`config.mk`:
```
export PLATFORM = sky130hd
export DESIGN_NAME = decod_scan
export DESIGN_NICKNAME = d
export VERILOG_FILES = /design/src/rtl/decod_scan_pkg.sv /design/src/rtl/onehot_dec.sv /design/src/rtl/decod_scan.sv
export SDC_FILE = /design/constraint.sdc
export NUM_CORES = 1
export LEC_CHECK = 0
export ABC_AREA = 1
export CORE_AREA = 2 2 45 47
export DETAILED_ROUTE_END_ITERATION = 7
export DIE_AREA = 0 0 47 49
export GPL_TIMING_DRIVEN = 0
export HOLD_SLACK_MARGIN = 0.08
export PLACE_DENSITY = 0.72
export SLEW_MARGIN = 20
export SYNTH_ARGS = -nofsm -noshare
export SYNTH_HDL_FRONTEND = slang
export SYNTH_SLANG_ARGS = --single-unit
```
`constraint.sdc`:
```
create_clock -name clk -period 1.61 [get_ports clk]
set_input_delay 0.322 -clock clk [delete_from_list [all_inputs] [get_ports clk]]
set_output_delay 0.322 -clock clk [all_outputs]
set_load 0.005 [all_outputs]
```
`src/rtl/decod_scan_pkg.sv`:
```
// Shared definitions for the decod_scan registered one-hot decoder/scanner.
// Holds the FSM state encoding and a constant-foldable ceil(log2) helper.
package decod_scan_pkg;

  typedef enum logic [1:0] {
    StIdle   = 2'd0,
    StDirect = 2'd1,
    StScan   = 2'd2
  } state_e;

  // Returns ceil(log2(value)); 0 for value <= 1.
  function automatic int unsigned clog2(input int unsigned value);
    int unsigned result;
    int unsigned span;
    result = 0;
    span   = 1;
    while (span < value) begin
      span   = span << 1;
      result = result + 1;
    end
    return result;
  endfunction

endpackage

```
`src/rtl/onehot_dec.sv`:
```
// Combinational SEL_W -> 2**SEL_W one-hot decoder with optional one-cold output.
// When en is low every output bit is driven to its inactive level.
module onehot_dec #(
  parameter int unsigned SEL_W      = 3,
  parameter bit          ACTIVE_LOW = 1'b0,
  localparam int unsigned OUT_W     = 1 << SEL_W
) (
  input  logic [SEL_W-1:0] sel,
  input  logic             en,
  output logic [OUT_W-1:0] y
);

  always_comb begin
    y = '0;
    if (en) begin
      y[sel] = 1'b1;
    end
    if (ACTIVE_LOW) begin
      y = ~y;
    end
  end

endmodule

```
`src/rtl/decod_scan.sv`:
```
// Registered one-hot decoder with a direct mode and an auto-advancing scan mode.
// y is decoded from the next idx so that y and idx always update on the same edge.
module decod_scan
  import decod_scan_pkg::*;
#(
  parameter int unsigned  SEL_W      = 3,
  parameter int unsigned  DWELL      = 4,
  parameter bit           ACTIVE_LOW = 1'b0,
  localparam int unsigned OUT_W      = 1 << SEL_W
) (
  input  logic             clk,
  input  logic             rst,
  input  logic             en,
  input  logic             mode,
  input  logic [SEL_W-1:0] sel,
  input  logic             load,
  output logic [OUT_W-1:0] y,
  output logic [SEL_W-1:0] idx,
  output logic             valid,
  output logic             wrap
);

  localparam int unsigned      CNT_W    = (clog2(DWELL) < 1) ? 1 : clog2(DWELL);
  localparam logic [CNT_W-1:0] CNT_MAX  = CNT_W'(DWELL - 1);
  localparam logic [SEL_W-1:0] IDX_LAST = SEL_W'(OUT_W - 1);
  localparam logic [OUT_W-1:0] Y_IDLE   = {OUT_W{ACTIVE_LOW}};

  state_e           state_q, state_d;
  logic [SEL_W-1:0] idx_q, idx_d;
  logic [CNT_W-1:0] cnt_q, cnt_d;
  logic [OUT_W-1:0] y_q, y_d;
  logic             valid_q, valid_d;
  logic             wrap_q, wrap_d;

  always_comb begin
    state_d = StIdle;
    idx_d   = idx_q;
    cnt_d   = cnt_q;
    valid_d = 1'b0;
    wrap_d  = 1'b0;
    if (!en) begin
      state_d = StIdle;
    end else if (!mode) begin
      state_d = StDirect;
      idx_d   = sel;
      cnt_d   = '0;
      valid_d = 1'b1;
    end else begin
      state_d = StScan;
      valid_d = 1'b1;
      if (load) begin
        idx_d = sel;
        cnt_d = '0;
      end else if (state_q != StScan) begin
        // Entering scan: hold the retained index for a full dwell.
        cnt_d = '0;
      end else if (cnt_q == CNT_MAX) begin
        idx_d  = idx_q + 1'b1;
        cnt_d  = '0;
        wrap_d = (idx_q == IDX_LAST);
      end else begin
        cnt_d = cnt_q + 1'b1;
      end
    end
  end

  onehot_dec #(
    .SEL_W      (SEL_W),
    .ACTIVE_LOW (ACTIVE_LOW)
  ) u_dec (
    .sel (idx_d),
    .en  (valid_d),
    .y   (y_d)
  );

  always_ff @(posedge clk) begin
    if (rst) begin
      state_q <= StIdle;
      idx_q   <= '0;
      cnt_q   <= '0;
      y_q     <= Y_IDLE;
      valid_q <= 1'b0;
      wrap_q  <= 1'b0;
    end else begin
      state_q <= state_d;
      idx_q   <= idx_d;
      cnt_q   <= cnt_d;
      y_q     <= y_d;
      valid_q <= valid_d;
      wrap_q  <= wrap_d;
    end
  end

  assign y     = y_q;
  assign idx   = idx_q;
  assign valid = valid_q;
  assign wrap  = wrap_q;

  // Exactly one active bit while valid, none otherwise.
  assert property (@(posedge clk) disable iff (rst)
    $countones(y_q ^ Y_IDLE) == (valid_q ? 1 : 0));

endmodule

```
==> summary.txt <==
Status
  – Outcome: finished clean

Critical path
  – Slowest CP cell: clkdlybuf4s50_1
  – CP Capture Type: output port
  – Critical Path RT: 1.29 ns
  – Critical path arrival: 1.21 ns
  – Crit start category: flop
  – Crit path cell chain: clkdlybuf4s50_1
  – Worst Path Max Fanout: 4
  – Delay-heaviest family, CP: buffers and inverters
  – Setup CP Type: flop to output port
  – Delay of the slowest critical-path stage: 0.52 ns
  – Bufs and invs on worst path: 1

Clock network
  – Post-CTS Setup Inserts: 0
  – Worst-path clk slew: 0.10 ns
  – Root Driver: clkbuf_4
  – Maximum root-to-sink buffer count: 2
  – Worst-skew pair later-pin latency: 0.30 ns
  – Clock sink count: 17
  – TritonCTS clock tree: yes
  – TritonCTS Buffers: 3
  – H-Tree Level Count: 1

Floorplan
  – Die width: approximately 47 um
  – Num rows: 16
  – Die area: 2300 um^2
  – I/O Pins: 21
  – Die extent in y: 49 um
  – Initial Utilization: 0.416
  – Area of the core: 1840 um^2

Finish
  – Fillers: around 190
  – Ant. Diodes: 0
  – Layout overhead on the synthesized area: 32.5%
  – Layout cells sized above 1: 0.178
  – Final Instance Area: 1020 um^2
  – Fin nets: 132

Routing
  – DR vias/cell: between 4 and 5
  – Routed len/inst: roughly 10 um
  – Initial DRC count: 13
  – Post-DRT Antenna Nets: 0
  – Wire length on met1: 704 um
  – Number of remaining DRC errors: 0
  – Met3 Routed Length: 65 um
  – TritonRoute pass-1 iters: 4
  – WL final: 1520 um
  – Vias: around 680
  – Met2 WL: 700 um
  – Highest routing layer actually used: met4

Synth
  – Netlist Area Pre-Place: 767 um^2
  – Top cells by count, synth: nand2_1, dfxtp_1, nor2_1
  – Sequential fraction of the synthesis area: 0.444
  – Synth Net Count: 109
  – EDFF count, synth: 0
  – Synth cell types: 20
  – Area contributors post-synth: dfxtp_1, nand2_1, ha_1
  – Ys Warns: 0
  – Synth Flop Type: dfxtp_1
  – Post-synth ARST share: 0
  – Synth Instances: 96
  – Avg Inst Size Synth: 7.99 um^2
  – Register bit count reported by yosys: 17
  – Most numerous cell in the Yosys netlist: nand2_1
  – Area leader, netlist: dfxtp_1
  – Share of the synthesized area in the top cell type: 0.444

GRT
  – Largest net degree at the start of global routing: 11
  – Tot GR Track Use: 0.163
  – Vias in the first global route: 631
  – First-pass GRT wire length: around 2700 um
  – GR Overflow Total: 0
  – Initial antenna violation count: 0

Pwr
  – PwrDens: between 800 and 900 nW/um^2
  – Peak supply drop: 0.000464 V
  – Leak: 0.436 nW
  – Final Power: 814 uW

Place
  – HPWL after DPL: 1190 um
  – Port bufs: 18
  – Cell Area, Placed: 981 um^2
  – RePlAce Congestion: between 0.8 and 0.9

Timing
  – # setup viols final: 0
  – Skew final: 0.00502 ns
  – RSZ-0062 raised after global routing: false
  – Worst-Margin Slew: ~0.35 ns
  – Setup_tns: 0 ns
  – Max_slew headroom: 0.766
  – Min Tclk post-route: ~1.5 ns
  – Final Max Tran Viols: 0
  – Period utilization: 0.954
  – Achievable Freq: 0.651 GHz
  – Final Hold Viols: 0

Job
  – Max-Cap Viols: 0

Hold path
  – Min-delay worst type: input pin to flop
==> metal layers <==
layer  up-vias  GRT usage
met1       288      0.209
li1        356          -
met2        28      0.235
met3         5     0.0296
met5         -          0
met4         0      0.120
==> final timing paths <==
path                               start       end  slack (ns)  cells after the start
worst min-delay path                 rst    idx[0]        0.23                      2
worst min register to register  cnt_q[1]  cnt_q[1]        0.50                      2
worst max-delay path              idx[1]    idx[1]        0.07                      1
worst max register to register    idx[0]    idx[2]        0.10                      8
==> placed cells by master (no fill, tap or decap), drive strengths merged <==
cell	synthesis	final
nand3	8	8
nor3	3	3
dfxtp	17	17
xnor2	1	1
a21oi	5	5
clkbuf	0	3
nand2	25	25
or2	2	2
nor2	17	17
clkinv	0	1
clkdlybuf4s50	0	18
nand4	3	3
buf	2	2
inv	6	6
ha	5	5
o21ai	2	2
==> cells by family (layout without fill, tap and decap cells) <==
family          count (synthesis)  in the layout  share of synthesized area
compound gates                  7              7                     0.0506
xor+xnor                        1              1                     0.0114
fa+ha+maj                       5              5                     0.0816
buf+inv                         8             30                     0.0489
flops                          17             17                      0.444
simple gates                   58             58                      0.364
==> stage by stage <==
step           instances  setup slack [ns]  hold WS, ns   util
5_1_grt              145           0.00424        0.224  0.552
3_3_place_gp         141           -0.0590        0.476  0.533
6_report             145            0.0746        0.228  0.552
4_1_cts              145            0.0435        0.230  0.548
2_1_floorplan         96             0.244        0.401      -
3_5_place_dp         141           -0.0835        0.496  0.533
==> cell type report <==
cell class                      count  area, um^2  area share
Buffer                              2        15.0      0.0148
Clock buffer                        3        22.5      0.0222
Clock inverter                      1        5.00     0.00493
Inverter                            6        22.5      0.0222
Multi-Input combinational cell     71         394       0.388
Sequential cell                    17         343       0.337
Tap cell                           27        33.8      0.0333
Timing Repair Buffer               18         180       0.177
==> timing repair <==
item,in CTS,in global routing
gates resized for setup,1,2
setup endpoints to repair,1,4
gates cloned,0,0
hold buffers,0,0
==> state kept, by name, summed over array words and instances, names as in the netlist <==
register	cells
cnt_q	2
idx	3
state_q	2
valid	1
wrap	1
y	8
==> where the power goes <==
group / internal, mW / leakage (nW) / switching (mW) / total, mW
logic: 0.0643 / 0.279 / 0.0691 / 0.133
clock network: 0.0927 / 0.0177 / 0.142 / 0.235
registers: 0.435 / 0.139 / 0.00995 / 0.445
Power figures use the tool's default switching activity.
==> edit 1: new RTL, config.mk and constraints unchanged <==
Reset style: asynchronous (`rst`), changed in one clocked block.
--- a/src/rtl/decod_scan.sv
+++ b/src/rtl/decod_scan.sv
@@ -74,5 +74,5 @@
   );
 
-  always_ff @(posedge clk) begin
+  always_ff @(posedge clk or posedge rst) begin
     if (rst) begin
       state_q <= StIdle;
Behaviour: differs if rst is asserted again (counterexample within 4 cycles, from zero or initial values and one cycle with rst high); with rst held inactive, the same outputs for 10 cycles.
==> edit 1 against the original RTL <==
  * Final area up 7.6%
  * Synthesized area up 6.2%
  * Clock skew up 0.0029 ns
  * Worst setup slack worse by 0.024 ns
  * Sequential share of layout area up 5.2 points
  * Sequential cell count unchanged
  * Routed wire length up 2.8%
  * Power up 8.8%
  * Highest routed layer unchanged
  * Clock power about the same
==> edit 1: results <==
group,metric,value,unit
status,run_status,"finished, final reports clean",
place,finalWeightedCongestion,0.745,
finish,sh_seq_area,0.389,
route,drt_iter0_drc,7,
finish,inverters,14,
route,drt-total-wl,1.56,mm
finish,multi_input_area,327,µm²
route,vias,658,
finish,fill_cells,175,
yosys,ys_top_cells_by_count,"nand2_1, dfrtp_1, nor2_1, inv_1",
yosys,async_flop_share,1.00,
grt,globalRouteMet2Util,0.237,
yosys,synth-compound-area-share,0.0445,
critical_path,cp.arrival,1.24,ns
yosys,syn-num-nets,102,
place,dp_hpwl,1.17,mm
min_path,hold_class,"in2async",
finish,buf_share,0.207,
route,vias_per_cell,4.60,
critical_path,rr_startpoint,"idx[1]",
clocking,postCtsResizedCells,0,
finish,drive_gt1_frac,0.190,
yosys,synth_flop_cell,"dfrtp_1",
critical_path,endpoint,"idx[2]",
grt,grt_pass1_wl,2.68,mm
yosys,synthXorXnorAreaFrac,0.0108,
route,met1_length,725,µm
power_and_ir_drop,peakVddDrop,0.582,mV
finish,clk_share,0.0252,
grt,grtUsageMet1,0.229,
timing,fin_worst_skew,0.00797,ns
grt,grt_pass1_vias,626,
yosys,synth_fa_ha_area_frac,0.0614,
yosys,yosysSeqAreaShare,0.522,
timing,hold_ws,0.398,ns
timing,slew_headroom,0.564,
finish,buffers,23,
finish,multi_input_gates,58,
grt,grtUsageTotal,0.162,
place,place.port_buffers,20,
critical_path,reg2reg_depth,9,
critical_path,startpoint,"idx[2]",
grt,grt_max_degree,18,
grt,use_met3,0.0111,
[edit 1: cell count changes after synthesis, sizes merged, moves of 2 or more]
cell and change:
nor2 -5, inv +7, or2 -2, o21ai -2, nand3 -2, a21oi -2, nor3 -2, dfrtp +17
dfxtp -17
[edit 1: through the flow]
stage / utilization / cell area [µm²] / setup WS (ns)
floorplan: - / 815 / 0.212
global placement: 0.569 / 1050 / -0.0716
detailed placement: 0.569 / 1050 / -0.0737
CTS: 0.584 / 1080 / 0.0322
global route: 0.594 / 1090 / 0.00957
finish: 0.594 / 1090 / 0.0502
[edit 1: power by group]
part	leakage (nW)	switching, mW	internal (mW)	total [mW]
sequential	0.223	0.0163	0.450	0.466
clock	0.0177	0.142	0.0927	0.235
combinational	0.313	0.0908	0.0932	0.184
[edit 1: cells by family after synthesis]
kind of cell,Yosys count
DFF,17
adders and majority gates,4
xor gates and xnor gates,1
AOI/OAI and AO/OA,5
buffers and inverters,15
and+or+nand+nor,48
==> edit 2: new RTL, same flow settings <==
Without the edit above. `ACTIVE_LOW` is set to 1'b0 in 2 places; all go to 1'b1.
--- a/src/rtl/onehot_dec.sv
+++ b/src/rtl/onehot_dec.sv
@@ -3,5 +3,5 @@
 module onehot_dec #(
   parameter int unsigned SEL_W      = 3,
-  parameter bit          ACTIVE_LOW = 1'b0,
+  parameter bit          ACTIVE_LOW = 1'b1,
   localparam int unsigned OUT_W     = 1 << SEL_W
 ) (
--- a/src/rtl/decod_scan.sv
+++ b/src/rtl/decod_scan.sv
@@ -6,5 +6,5 @@
   parameter int unsigned  SEL_W      = 3,
   parameter int unsigned  DWELL      = 4,
-  parameter bit           ACTIVE_LOW = 1'b0,
+  parameter bit           ACTIVE_LOW = 1'b1,
   localparam int unsigned OUT_W      = 1 << SEL_W
 ) (
Check against the original RTL: not equivalent (Yosys sat finds a counterexample within 4 cycles, from zero or initial values and one cycle with rst high).
==> edit 2 against the original RTL <==
  * Routed wire length is 1.3% lower
  * Final area decreased by 4.3%
  * Sequential cell count unchanged
  * Worst setup slack lost 0.034 ns
  * Clock skew decreased by 0.0037 ns
  * Synthesized area decreased by 6.0%
  * Non-clock buffer count is the same
  * Power shrank 3.1%
  * Critical endpoint is now idx[0]
  * Largest power group unchanged
==> edit 2: results <==
group,metric,value,unit
clocking,postCtsSetupRepairBufs,0,
timing,fin_worst_skew,0.00131,ns
yosys,syn-num-nets,102,
finish,fin_util,0.528,
route,vias,647,
finish,finalNetCount,126,
critical_path,cp.arrival,1.25,ns
grt,grtUsageTotal,0.146,
timing,fmax,637,MHz
critical_path,critPathMaxStageDelay,0.54,ns
critical_path,cp_top_family,"buffers and inverters",
route,drt_iter0_drc,10,
place,dpl_worst_slack,-0.0824,ns
critical_path,path_max_fanout,5,
status,run_status,"finished, final reports clean",
finish,drive_gt1_frac,0.159,
route,routedWlPerCell,10.7,µm
clocking,clock_latency,0.29,ns
place,dpl_cell_area,945,µm²
grt,grt_max_degree,11,
min_path,hold_class,"in2reg",
route,drtPass1Iterations,4,
yosys,yosysSeqAreaShare,0.472,
clocking,root_buffer,"clkbuf_4",
power_and_ir_drop,p_leak,0.421,nW
critical_path,crit_slowest_cell,"clkdlybuf4s50_1",
power_and_ir_drop,peakVddDrop,0.401,mV
place,dp_hpwl,1.08,mm
clocking,numCtsBuffers,3,
timing,worst_pin_slew,0.267,ns
route,drt-total-wl,1.50,mm
yosys,synthTopCellsByArea,"dfxtp_1, nand2_1, ha_1",
yosys,ys_top_cells_by_count,"nand2_1, dfxtp_1, nand3_1, inv_1, nor2_1",
clocking,cts-htree-levels,1,
grt,antenna_found_initial,0,
place,finalWeightedCongestion,0.768,
yosys,synth.distinct_cells,17,
clocking,clockBufferDepth,2,
yosys,synth_flop_cell,"dfxtp_1",
place,place.port_buffers,19,
finish,fill_cells,186,
grt,grt_pass1_wl,2.44,mm
clocking,postCtsResizedCells,0,
yosys,syn_area_per_cell,8.01,µm²
grt,grt_pass1_vias,595,
[edit 2: cell type report]
type | instances | share of cell area
Buffer | 1 | 0.0116
Clock buffer | 3 | 0.0232
Clock inverter | 1 | 0.00515
Inverter | 12 | 0.0463
Multi-Input combinational cell | 60 | 0.333
Sequential cell | 17 | 0.350
Tap cell | 27 | 0.0347
Timing Repair Buffer | 19 | 0.196
[edit 2: path summary, 6_finish.rpt]
kind | start | endpoint | slack (ns) | cells past startpoint
worst min-delay path | rst | idx[2] | 0.22 | 2
worst max-delay path | idx[0] | idx[0] | 0.04 | 1
worst max register to register | idx[0] | y[5] | 0.14 | 7
worst min register to register | cnt_q[1] | cnt_q[1] | 0.50 | 2
[edit 2: through the flow]
step / hold WS [ns] / total power, mW
floorplan: 0.394 / 0.516
global placement: 0.477 / 0.570
detailed placement: 0.487 / 0.571
CTS: 0.228 / 0.792
global route: 0.223 / 0.821
finish: 0.221 / 0.789
[edit 2: power breakdown]
part           total, mW  switching (mW)  leakage, nW  internal (mW)
clock network      0.225           0.133       0.0177         0.0926
logic              0.120          0.0634        0.264         0.0570
registers          0.443         0.00870        0.139          0.434
total              0.789           0.205        0.421          0.584
[edit 2: per-layer routing]
| metal | track usage | vias to the layer above | wire, µm |
|---|---|---|---|
| met1 | 0.175 | 290 | 619 |
| met4 | 0.0880 | 0 | 42 |
| met2 | 0.233 | 17 | 747 |
| li1 | - | 335 | - |
| met5 | 0 | - | 0 |
| met3 | 0.0259 | 5 | 90 |
[edit 2: cell families after synthesis]
group | count (synthesis) | share of synthesized area
buffers and inverters | 13 | 0.0781
DFF | 17 | 0.472
AOI/OAI and AO/OA | 8 | 0.0660
adders and majority gates | 4 | 0.0694
and+or+nand+nor | 48 | 0.314
